File: src/rtl/debug_pkg.sv
// debug_pkg: shared definitions for the debug-word UART transmitter.
//   ASCII_CR / ASCII_LF : line terminator characters appended to every word
//   NUM_HEX             : hex characters per 32-bit word
//   tx_state_t          : per-character serialiser states
//   frame_state_t       : word-level sequencer states
//   hex2ascii()         : nibble -> uppercase ASCII hex digit
package debug_pkg;

  localparam logic [7:0] ASCII_CR = 8'h0D;
  localparam logic [7:0] ASCII_LF = 8'h0A;
  localparam int unsigned NUM_HEX = 8;

  typedef enum logic [1:0] {
    IDLE,
    START,
    DATA,
    STOP
  } tx_state_t;

  typedef enum logic {
    FR_IDLE,
    FR_SEND
  } frame_state_t;

  // 0-9 -> '0'..'9' (0x30..0x39), A-F -> 'A'..'F' (0x41..0x46)
  function automatic logic [7:0] hex2ascii(input logic [3:0] nib);
    if (nib < 4'd10) begin
      return 8'h30 + {4'h0, nib};
    end
    return 8'h37 + {4'h0, nib};
  endfunction

endpackage

File: src/rtl/uart_tx_byte.sv
// uart_tx_byte: 8N1 byte serialiser.
//   clk      : system clock, rising edge
//   rst_n    : asynchronous active-low reset
//   valid    : byte offered for transmission
//   tx_byte  : byte to send (LSB first)
//   ready    : byte is taken when valid && ready; high while idle and in the
//              final cycle of a stop bit so characters chain with no gap
//   tx       : UART line, idle high
module uart_tx_byte
  import debug_pkg::*;
#(
  parameter int unsigned CLKS_PER_BIT = 868
) (
  input  logic       clk,
  input  logic       rst_n,
  input  logic       valid,
  input  logic [7:0] tx_byte,
  output logic       ready,
  output logic       tx
);

  localparam logic [15:0] BAUD_LAST = 16'(CLKS_PER_BIT - 1);

  tx_state_t   r_state;
  tx_state_t   w_state_nxt;
  logic [15:0] r_baud;
  logic [15:0] w_baud_nxt;
  logic [2:0]  r_bit;
  logic [2:0]  w_bit_nxt;
  logic [7:0]  r_shift;
  logic [7:0]  w_shift_nxt;
  logic        w_bit_end;

  assign w_bit_end = (r_baud == BAUD_LAST);

  always_ff @(posedge clk or negedge rst_n) begin
    if (!rst_n) begin
      r_state <= IDLE;
      r_baud  <= '0;
      r_bit   <= '0;
      r_shift <= '0;
    end else begin
      r_state <= w_state_nxt;
      r_baud  <= w_baud_nxt;
      r_bit   <= w_bit_nxt;
      r_shift <= w_shift_nxt;
    end
  end

  always_comb begin
    w_state_nxt = r_state;
    w_baud_nxt  = r_baud;
    w_bit_nxt   = r_bit;
    w_shift_nxt = r_shift;
    ready       = 1'b0;
    tx          = 1'b1;
    case (r_state)
      IDLE: begin
        ready      = 1'b1;
        w_baud_nxt = '0;
        if (valid) begin
          w_state_nxt = START;
          w_shift_nxt = tx_byte;
          w_bit_nxt   = '0;
        end
      end
      START: begin
        tx = 1'b0;
        if (w_bit_end) begin
          w_baud_nxt  = '0;
          w_bit_nxt   = '0;
          w_state_nxt = DATA;
        end else begin
          w_baud_nxt = r_baud + 16'd1;
        end
      end
      DATA: begin
        tx = r_shift[r_bit];
        if (w_bit_end) begin
          w_baud_nxt = '0;
          if (r_bit == 3'd7) begin
            w_state_nxt = STOP;
          end else begin
            w_bit_nxt = r_bit + 3'd1;
          end
        end else begin
          w_baud_nxt = r_baud + 16'd1;
        end
      end
      STOP: begin
        // Last stop cycle doubles as the hand-off point for the next byte,
        // so the next start bit follows immediately.
        ready = w_bit_end;
        if (w_bit_end) begin
          w_baud_nxt = '0;
          if (valid) begin
            w_state_nxt = START;
            w_shift_nxt = tx_byte;
            w_bit_nxt   = '0;
          end else begin
            w_state_nxt = IDLE;
          end
        end else begin
          w_baud_nxt = r_baud + 16'd1;
        end
      end
      default: begin
        w_state_nxt = IDLE;
      end
    endcase
  end

endmodule

File: src/rtl/debug_uart_tx.sv
// debug_uart_tx: sends a snapshot of the 32-bit core debug word as eight
// uppercase ASCII hex characters followed by CR LF, 8N1.
//   clk   : system clock, rising edge
//   rst_n : asynchronous active-low reset
//   start : transmit request, accepted when not busy
//   data  : debug word, captured on acceptance
//   busy  : high from the cycle after acceptance until the frame completes
//   done  : one-cycle pulse in the cycle after the final stop bit
//   tx    : UART line, idle high
module debug_uart_tx
  import debug_pkg::*;
#(
  parameter int unsigned CLKS_PER_BIT = 868,
  parameter int unsigned NUM_HEX      = 8
) (
  input  logic        clk,
  input  logic        rst_n,
  input  logic        start,
  input  logic [31:0] data,
  output logic        busy,
  output logic        done,
  output logic        tx
);

  localparam logic [3:0] CHAR_LAST = 4'(NUM_HEX + 1);
  localparam logic [3:0] CHAR_CR   = 4'(NUM_HEX);

  frame_state_t r_state;
  frame_state_t w_state_nxt;
  logic [3:0]   r_char_idx;
  logic [31:0]  r_shadow;
  logic         r_done;

  logic         w_accept;
  logic         w_frame_end;
  logic         w_next_char;
  logic         w_valid;
  logic         w_ready;
  logic [7:0]   w_byte;
  logic [31:0]  w_src;
  logic [3:0]   w_idx;
  logic [31:0]  w_shifted;

  assign w_accept    = start && (r_state == FR_IDLE);
  assign w_frame_end = (r_state == FR_SEND) && w_ready && (r_char_idx == CHAR_LAST);
  assign w_next_char = (r_state == FR_SEND) && w_ready && (r_char_idx != CHAR_LAST);
  assign w_valid     = w_accept || w_next_char;

  // The first character is taken straight from the input word in the
  // acceptance cycle so its start bit lines up with busy rising; later
  // characters come from the shadow copy.
  assign w_src     = w_accept ? data : r_shadow;
  assign w_idx     = w_accept ? 4'd0 : (r_char_idx + 4'd1);
  assign w_shifted = w_src << {w_idx[2:0], 2'b00};

  always_comb begin
    w_byte = ASCII_LF;
    if (w_idx < CHAR_CR) begin
      w_byte = hex2ascii(w_shifted[31:28]);
    end else if (w_idx == CHAR_CR) begin
      w_byte = ASCII_CR;
    end
  end

  always_comb begin
    w_state_nxt = r_state;
    case (r_state)
      FR_IDLE: if (w_accept)    w_state_nxt = FR_SEND;
      FR_SEND: if (w_frame_end) w_state_nxt = FR_IDLE;
      default:                  w_state_nxt = FR_IDLE;
    endcase
  end

  always_ff @(posedge clk or negedge rst_n) begin
    if (!rst_n) begin
      r_state <= FR_IDLE;
    end else begin
      r_state <= w_state_nxt;
    end
  end

  always_ff @(posedge clk or negedge rst_n) begin
    if (!rst_n) begin
      r_char_idx <= '0;
      r_shadow   <= '0;
      r_done     <= 1'b0;
    end else begin
      r_done <= w_frame_end;
      if (w_accept) begin
        r_shadow   <= data;
        r_char_idx <= '0;
      end else if (w_next_char) begin
        r_char_idx <= r_char_idx + 4'd1;
      end
    end
  end

  uart_tx_byte #(
    .CLKS_PER_BIT(CLKS_PER_BIT)
  ) u_tx_byte (
    .clk     (clk),
    .rst_n   (rst_n),
    .valid   (w_valid),
    .tx_byte (w_byte),
    .ready   (w_ready),
    .tx      (tx)
  );

  assign busy = (r_state == FR_SEND);
  assign done = r_done;

endmodule

File: config.mk
export PLATFORM = sky130hd
export DESIGN_NAME = debug_uart_tx
export DESIGN_NICKNAME = d
export VERILOG_FILES = /design/src/rtl/debug_pkg.sv /design/src/rtl/uart_tx_byte.sv /design/src/rtl/debug_uart_tx.sv
export SDC_FILE = /design/constraint.sdc
export NUM_CORES = 1
export LEC_CHECK = 0
export BUFFER_PORTS_ARGS = -buffer_cell sky130_fd_sc_hd__buf_2
export CORE_UTILIZATION = 59
export CTS_CLUSTER_DIAMETER = 60
export DETAILED_ROUTE_END_ITERATION = 16
export GPL_ROUTABILITY_DRIVEN = 0
export PLACE_DENSITY = 0.8
export SYNTH_ARGS = -nofsm -noshare
export SYNTH_HDL_FRONTEND = slang
export SYNTH_HIERARCHICAL = 1
export SYNTH_SLANG_ARGS = --single-unit
File: constraint.sdc
create_clock -name clk -period 3.6 [get_ports clk]
set_input_delay 0.72 -clock clk [delete_from_list [all_inputs] [get_ports clk]]
set_output_delay 0.72 -clock clk [all_outputs]
set_load 0.02 [all_outputs]
### Word-level counts from Yosys, hierarchy flattened

Cells that the tools add are included.

| operators by class | value |
|---|---|
| shifts and indexed selects | 1 |
| multiplexer cells | 35 |
| reductions and logical operators | 12 |
| equal/unequal tests | 14 |
| $lt $le $gt $ge | 3 |
| bitwise operators | 1 |
| $add $sub $neg | 5 |

Operator list:

| operator | number |
|---|---|
| $mux W8 | 5 |
| $mux W32 | 1 |
| $pmux W16 S2 | 1 |
| $shl A32 B5 Y32 | 1 |
| $mux W3 | 6 |
| $add A16 B1 Y16 const B | 1 |
| $eq A16 B10 Y1 const B | 1 |
| $mux W16 | 1 |
| $pmux W8 S2 | 1 |
| $add A6 B4 Y7 const A | 2 |
| $mux W4 | 3 |
| $pmux W3 S4 | 1 |
| $mux W2 | 5 |
| $ne A2 B1 Y1 const B | 5 |
| $eq A4 B4 Y1 const B | 2 |
| $lt A4 B4 Y1 const B | 2 |
| $pmux W2 S4 | 1 |
| $mux W1 | 6 |
| $pmux W1 S2 | 3 |
| $reduce_and A5 Y1 | 1 |
| $add A4 B1 Y4 const B | 1 |
| $eq A2 B2 Y1 const B | 2 |
| $logic_and A1 B1 Y1 | 4 |
| $lt A3 B4 Y1 const B | 1 |
| 13 further kinds | 14 |

| storage, ports and cells | value |
|---|---|
| input port bits | 35 |
| output and inout bits | 3 |
| register bits | 67 |

### Longest topological paths before layout

| logic depth | value |
|---|---|
| depth in word-level cells | 12 |
| mapped depth | 13 |
| depth with buffers taken out | 13 |

### Modules after synthesis

Netlist, hierarchy kept.

By module, submodules not included:

| module | times used | area each (sq um) | seq. area each (sq um) | cells an instance |
|---|---|---|---|---|
| debug_uart_tx | 1 | 2058.2 | 950.9 | 241 |
| uart_tx_byte | 1 | 1577.8 | 725.7 | 139 |

### Worst setup path after synthesis

No wires, ideal clock.

| timing | value |
|---|---|
| kind | reg2reg |
| start | reg u_tx_byte.r_baud[0] |
| end | reg u_tx_byte.r_state[1] |
| library setup time | 0.128 ns |
| path slack | 0.659 ns |
| arrival | 2.814 ns |
| required time | 3.472 ns |
| clock period less this slack | 2.941 ns |
| cell stages (with the launch flop) | 14 |
| cell sequence | dfrtp_1 -> ha_1 -> or3b_1 -> nor4_4 -> a21oi_1 -> nor2_1 -> nand2_1 -> nor2b_1 -> nor2_1 -> inv_1 -> inv_1 -> a21boi_0 -> o21ai_1 -> mux2_1 |

| between the ends | value |
|---|---|
| cells in the longest elaborated chain, start to end | 7 |
| elaborated cells on any way between the ends | 10 |

Ends and longest elaborated chain:

| item | line | RTL |
|---|---|---|
| start, declared | uart_tx_byte.sv:26 | `logic [15:0] r_baud;` |
| start signal, assigned | uart_tx_byte.sv:44 | `r_baud <= w_baud_nxt;` |
| $eq A16 B10 Y1 | uart_tx_byte.sv:34 | `assign w_bit_end = (r_baud == BAUD_LAST);` |
| $pmux W1 S2 | uart_tx_byte.sv:57 | `case (r_state)` |
| via w_ready | debug_uart_tx.sv:38 | `logic w_ready;` |
| $logic_and A1 B1 Y1 (2 in a row) | debug_uart_tx.sv:46 | `assign w_next_char = (r_state == FR_SEND) && w_ready && (r_char_idx != CHAR_LAST);` |
| $logic_or A1 B1 Y1 | debug_uart_tx.sv:47 | `assign w_valid = w_accept \|\| w_next_char;` |
| via w_valid | debug_uart_tx.sv:37 | `logic w_valid;` |
| $ne A2 B1 Y1 (no source line) | - |  |
| $reduce_and A5 Y1 (no source line) | - |  |
| end signal, assigned | uart_tx_byte.sv:43 | `r_state <= w_state_nxt;` |
| end, declared | uart_tx_byte.sv:24 | `tx_state_t r_state;` |

The timed path passes the listed nets, and every way through them passes these cells.
A chain may end at the register's enable or synchronous reset.

### Final worst setup path

| timing | value |
|---|---|
| start | reg u_tx_byte.r_baud[0] |
| end | reg u_tx_byte.r_shift[7] |

| between the ends | value |
|---|---|
| cells in the longest elaborated chain, start to end | 8 |
| elaborated cells on any way between the ends | 10 |

Ends and longest elaborated chain:

| item | line | RTL |
|---|---|---|
| $eq A16 B10 Y1 * | uart_tx_byte.sv:34 |  |
| $pmux W1 S2 * | uart_tx_byte.sv:57 |  |
| via w_ready | debug_uart_tx.sv:38 |  |
| $logic_and A1 B1 Y1 * (2 in a row) | debug_uart_tx.sv:46 |  |
| $logic_or A1 B1 Y1 * | debug_uart_tx.sv:47 |  |
| via w_valid | debug_uart_tx.sv:37 |  |
| $mux W8 * | - |  |
| $mux W8 | - |  |
| $pmux W8 S2 * | - |  |
| end signal, assigned | uart_tx_byte.sv:46 | `r_shift <= w_shift_nxt;` |
| end, declared | uart_tx_byte.sv:30 | `logic [7:0] r_shift;` |

Mark *: on every way through the listed nets, which the timed path passes. The rest lies on a longest branch. The select of a mux whose other input is x is not followed.

==> qor.txt <==
status: finished, final reports clean
area of the multi-input gates: 1820 µm²
initial antenna violation count: 0
ys async rst share: 100%
Setup Viol. Count Final: 0
Ports: 38
flop-to-flop setup slack: 0.42 ns
Hold EP: r_shadow[1]$_DFF_PN0_
Seq/Total Area, Yosys: 46.1%
clk_skew: 0.00999 ns
Die Wd: 80.5 µm
cell count after synthesis: 380
hold wc startpoint: r_shadow[1]$_DFF_PN0_
vias in the first global route: 2,749
Slew Viols, Final: 0
Hold Violations, Final: 0
actual slew at the worst max-slew pin: 0.828 ns
setup slack at placement: 0.338 ns
CTS tree: done
Yosys cell types: 63
Yosys reg bits: 67
largest net degree at the start of global routing: 68
crit path DAT: 3.41 ns
Power Dens Cells: 418 nW/µm²
Initial DRC Count: 150
Peak VDD IR: 0.302 mV
Hold Crit Depth: 2
P&R area growth vs syn: 12.2%
die height: 80.5 µm
max-cap violations: 0
CP endpoint kind: flop
Die Footprint: 6480 µm²
clk buf depth: 2
setup TNS: 0 ns
PortBufs: 37
Startpoint Class: flop
clock sink count: 67
first-pass GRT wire length: 12,100 µm
Initial Util: 61.4%
Row Count: 28
worst skew pair latency: 0.35 ns
worst min path class: flop to flop
remaining antenna violation count: 0
H-tree depth: 3
Setup CP Type: flop to flop
vias: 2,819
EDFF count, synth: 0
cells taking the most area after synthesis: dfrtp_1, nand2_1, ha_1
Mapped Area: 3640 µm²
Yosys warnings: 6
CTS root buf: clkbuf_8
DRT Wirelength: 7110 µm
Final Util: 68.9%
CTS Hold Bufs: 0
layout cells sized above 1: 20.5%
post-synth top area share: 46.1%
Static Leak: 2.01 nW
Final Power: 1.71 mW
CTS Buf Count: 9
Most Frequent Cell on Critical Path: nor2_1
FF-to-FF End: u_tx_byte/r_shift[7]$_DFFE_PN0P_
synthesized area per cell: 9.57 µm²
crit-path cells: ha_1 > or3b_1 > nor4_4 > a21oi_1 > nor2_1 > nand2_1 > nor2b_1 > nor2_1 > inv_1 > inv_1 > nor2_1 > o21ai_4 > mux2_4
post-CTS setup buffer count: 0
reg2reg path depth: 13
Pre-Repair DR Iteration Count: 5
cell accounting for the most synthesized area: dfrtp_1
Final WS setup: 0.420 ns
# diodes: 0
Overall Global Routing Usage: 24.8%
Residual DRC: 0
Storage cell area: 1680 µm²
Critical Path Max Stage Delay: 0.41 ns
Tmin final: 3.18 ns
grt ovf: 0
Worst path slowest cell: or3b_1
Final #Nets: 466
RSZ-0062 raised after global routing: no
Reg-to-Reg Start: u_tx_byte/r_baud[0]$_DFF_PN0_
fmax: 0.314 GHz
Core Footprint: 5920 µm²
Worst Path Max Fanout: 8
syn_nets: 426
Critical Path RT: 3.83 ns
fillers: 466
DP Wirelength: 4970 µm
most used flip-flop cell after synthesis: dfrtp_1
WL per Instance: 14.3 µm
post-cts resize count: 0
crit share post-route: 88.3%
clock slew at reported path FFs: 0.07 ns
post-DR vias/cell: 5.65
Worst slew margin: 44.8%
## state kept, by name, summed over array words and instances (netlist names)
register,cells
r_shadow,32
u_tx_byte/r_baud,16
u_tx_byte/r_shift,8
r_char_idx,4
u_tx_byte/r_bit,3
u_tx_byte/r_state,2
busy,1
done,1
## Yosys cell counts (all sizes together), types with 2 or more instances
master    n
mux2     10
and2      3
nor3      6
dfrtp    67
mux2i     6
or3       2
xor2      5
nand4    10
inv      11
nand3    10
nor4      6
a22o      4
a211oi    2
xnor2    12
or2       3
a21oi     3
or4       2
o22ai     2
a31oi     2
nand2b    5
clkbuf    6
o21ai    11
nor2b     3
nand2   104
buf      12
and3      2
a21o      3
ha       11
a211o     4
nor2     30
mux4      5
## cell type report
cell class,instances,share of cell area [%]
Tap cell,75,2.30
Multi-Input combinational cell,284,44.7
Clock buffer,10,3.13
Sequential cell,67,41.1
Inverter,11,1.01
Clock inverter,5,1.35
Timing Repair Buffer,47,6.38
## worst max-delay path: cells and delay by family, from the launching register on
family          cells  cell delay, ns
simple gates        7            1.59
flops               1            0.39
mux                 1            0.32
fa+ha+maj           1            0.26
compound gates      2            0.26
buf+inv             2            0.23
## cell families (layout without fill, tap and decap cells)
family | after synthesis | in the layout | synth area share, %
AO/OA/AOI/OAI | 42 | 42 | 9.22
XOR/XNOR | 17 | 17 | 4.09
adder cells (fa/ha/maj) | 11 | 11 | 3.79
buffers and inverters | 29 | 73 | 3.78
flip-flops | 67 | 67 | 46.1
multiplexers | 21 | 21 | 8.67
other | 1 | 1 | 0.103
AND/OR/NAND/NOR | 192 | 192 | 24.2
## per-stage QoR
stage	instance area, µm²	hold slack, ns	cells
final	4080	0.472	499
after global placement	3900	0.456	484
after floorplan	3640	0.424	380
after CTS	4080	0.478	499
after global routing	4080	0.502	499
after detailed placement	3900	0.462	484
## cell usage in the layout, fill, tap and decap left out, drive strengths merged, types with 2 or more instances in the layout
cell type,synthesis,routed
and3,2,2
nor2,30,30
clkbuf,6,10
clkinvlp,0,2
nor2b,3,3
mux2i,6,6
a211oi,2,2
or2,3,3
xor2,5,5
nor4,6,6
nor3,6,6
a21o,3,3
buf,12,47
mux4,5,5
or3,2,2
clkinv,0,2
o21ai,11,11
nand2b,5,5
o22ai,2,2
nand2,104,104
mux2,10,10
dfrtp,67,67
a22o,4,4
a211o,4,4
a31oi,2,2
a21oi,3,3
nand3,10,10
xnor2,12,12
or4,2,2
and2,3,3
nand4,10,10
ha,11,11
inv,11,11
## layer usage
| metal | up-vias | share of wire (%) | GRT usage (%) |
|---|---|---|---|
| met4 | 0 | 1.0 | 10.2 |
| li1 | 1377 | - | - |
| met1 | 1365 | 46 | 31.0 |
| met2 | 71 | 49 | 41.0 |
| met5 | - | 0 | 0 |
| met3 | 6 | 3.8 | 6.14 |
## where the power goes
group          switching (mW)  total (mW)  internal, mW
registers              0.0267       0.825         0.798
logic                   0.158       0.290         0.133
clock network           0.278       0.591         0.313
## worst max path at each step
stage,from,endpoint,slack (ns),cells after the start
6_report,u_tx_byte/r_baud[0]$_DFF_PN0_,u_tx_byte/r_shift[7]$_DFFE_PN0P_,0.42,13
5_1_grt,u_tx_byte/r_baud[0]$_DFF_PN0_,u_tx_byte/r_state[1]$_DFFE_PN0P_,0.14,13
4_1_cts,u_tx_byte/r_baud[0]$_DFF_PN0_,u_tx_byte/r_shift[7]$_DFFE_PN0P_,0.44,13
3_5_place_dp,start,u_tx_byte/r_shift[2]$_DFFE_PN0P_,0.34,10
3_3_place_gp,start,u_tx_byte/r_shift[2]$_DFFE_PN0P_,0.42,10
2_1_floorplan,u_tx_byte/r_baud[0]$_DFF_PN0_,u_tx_byte/r_state[1]$_DFFE_PN0P_,0.66,13
(Power assumes the default switching activity.)
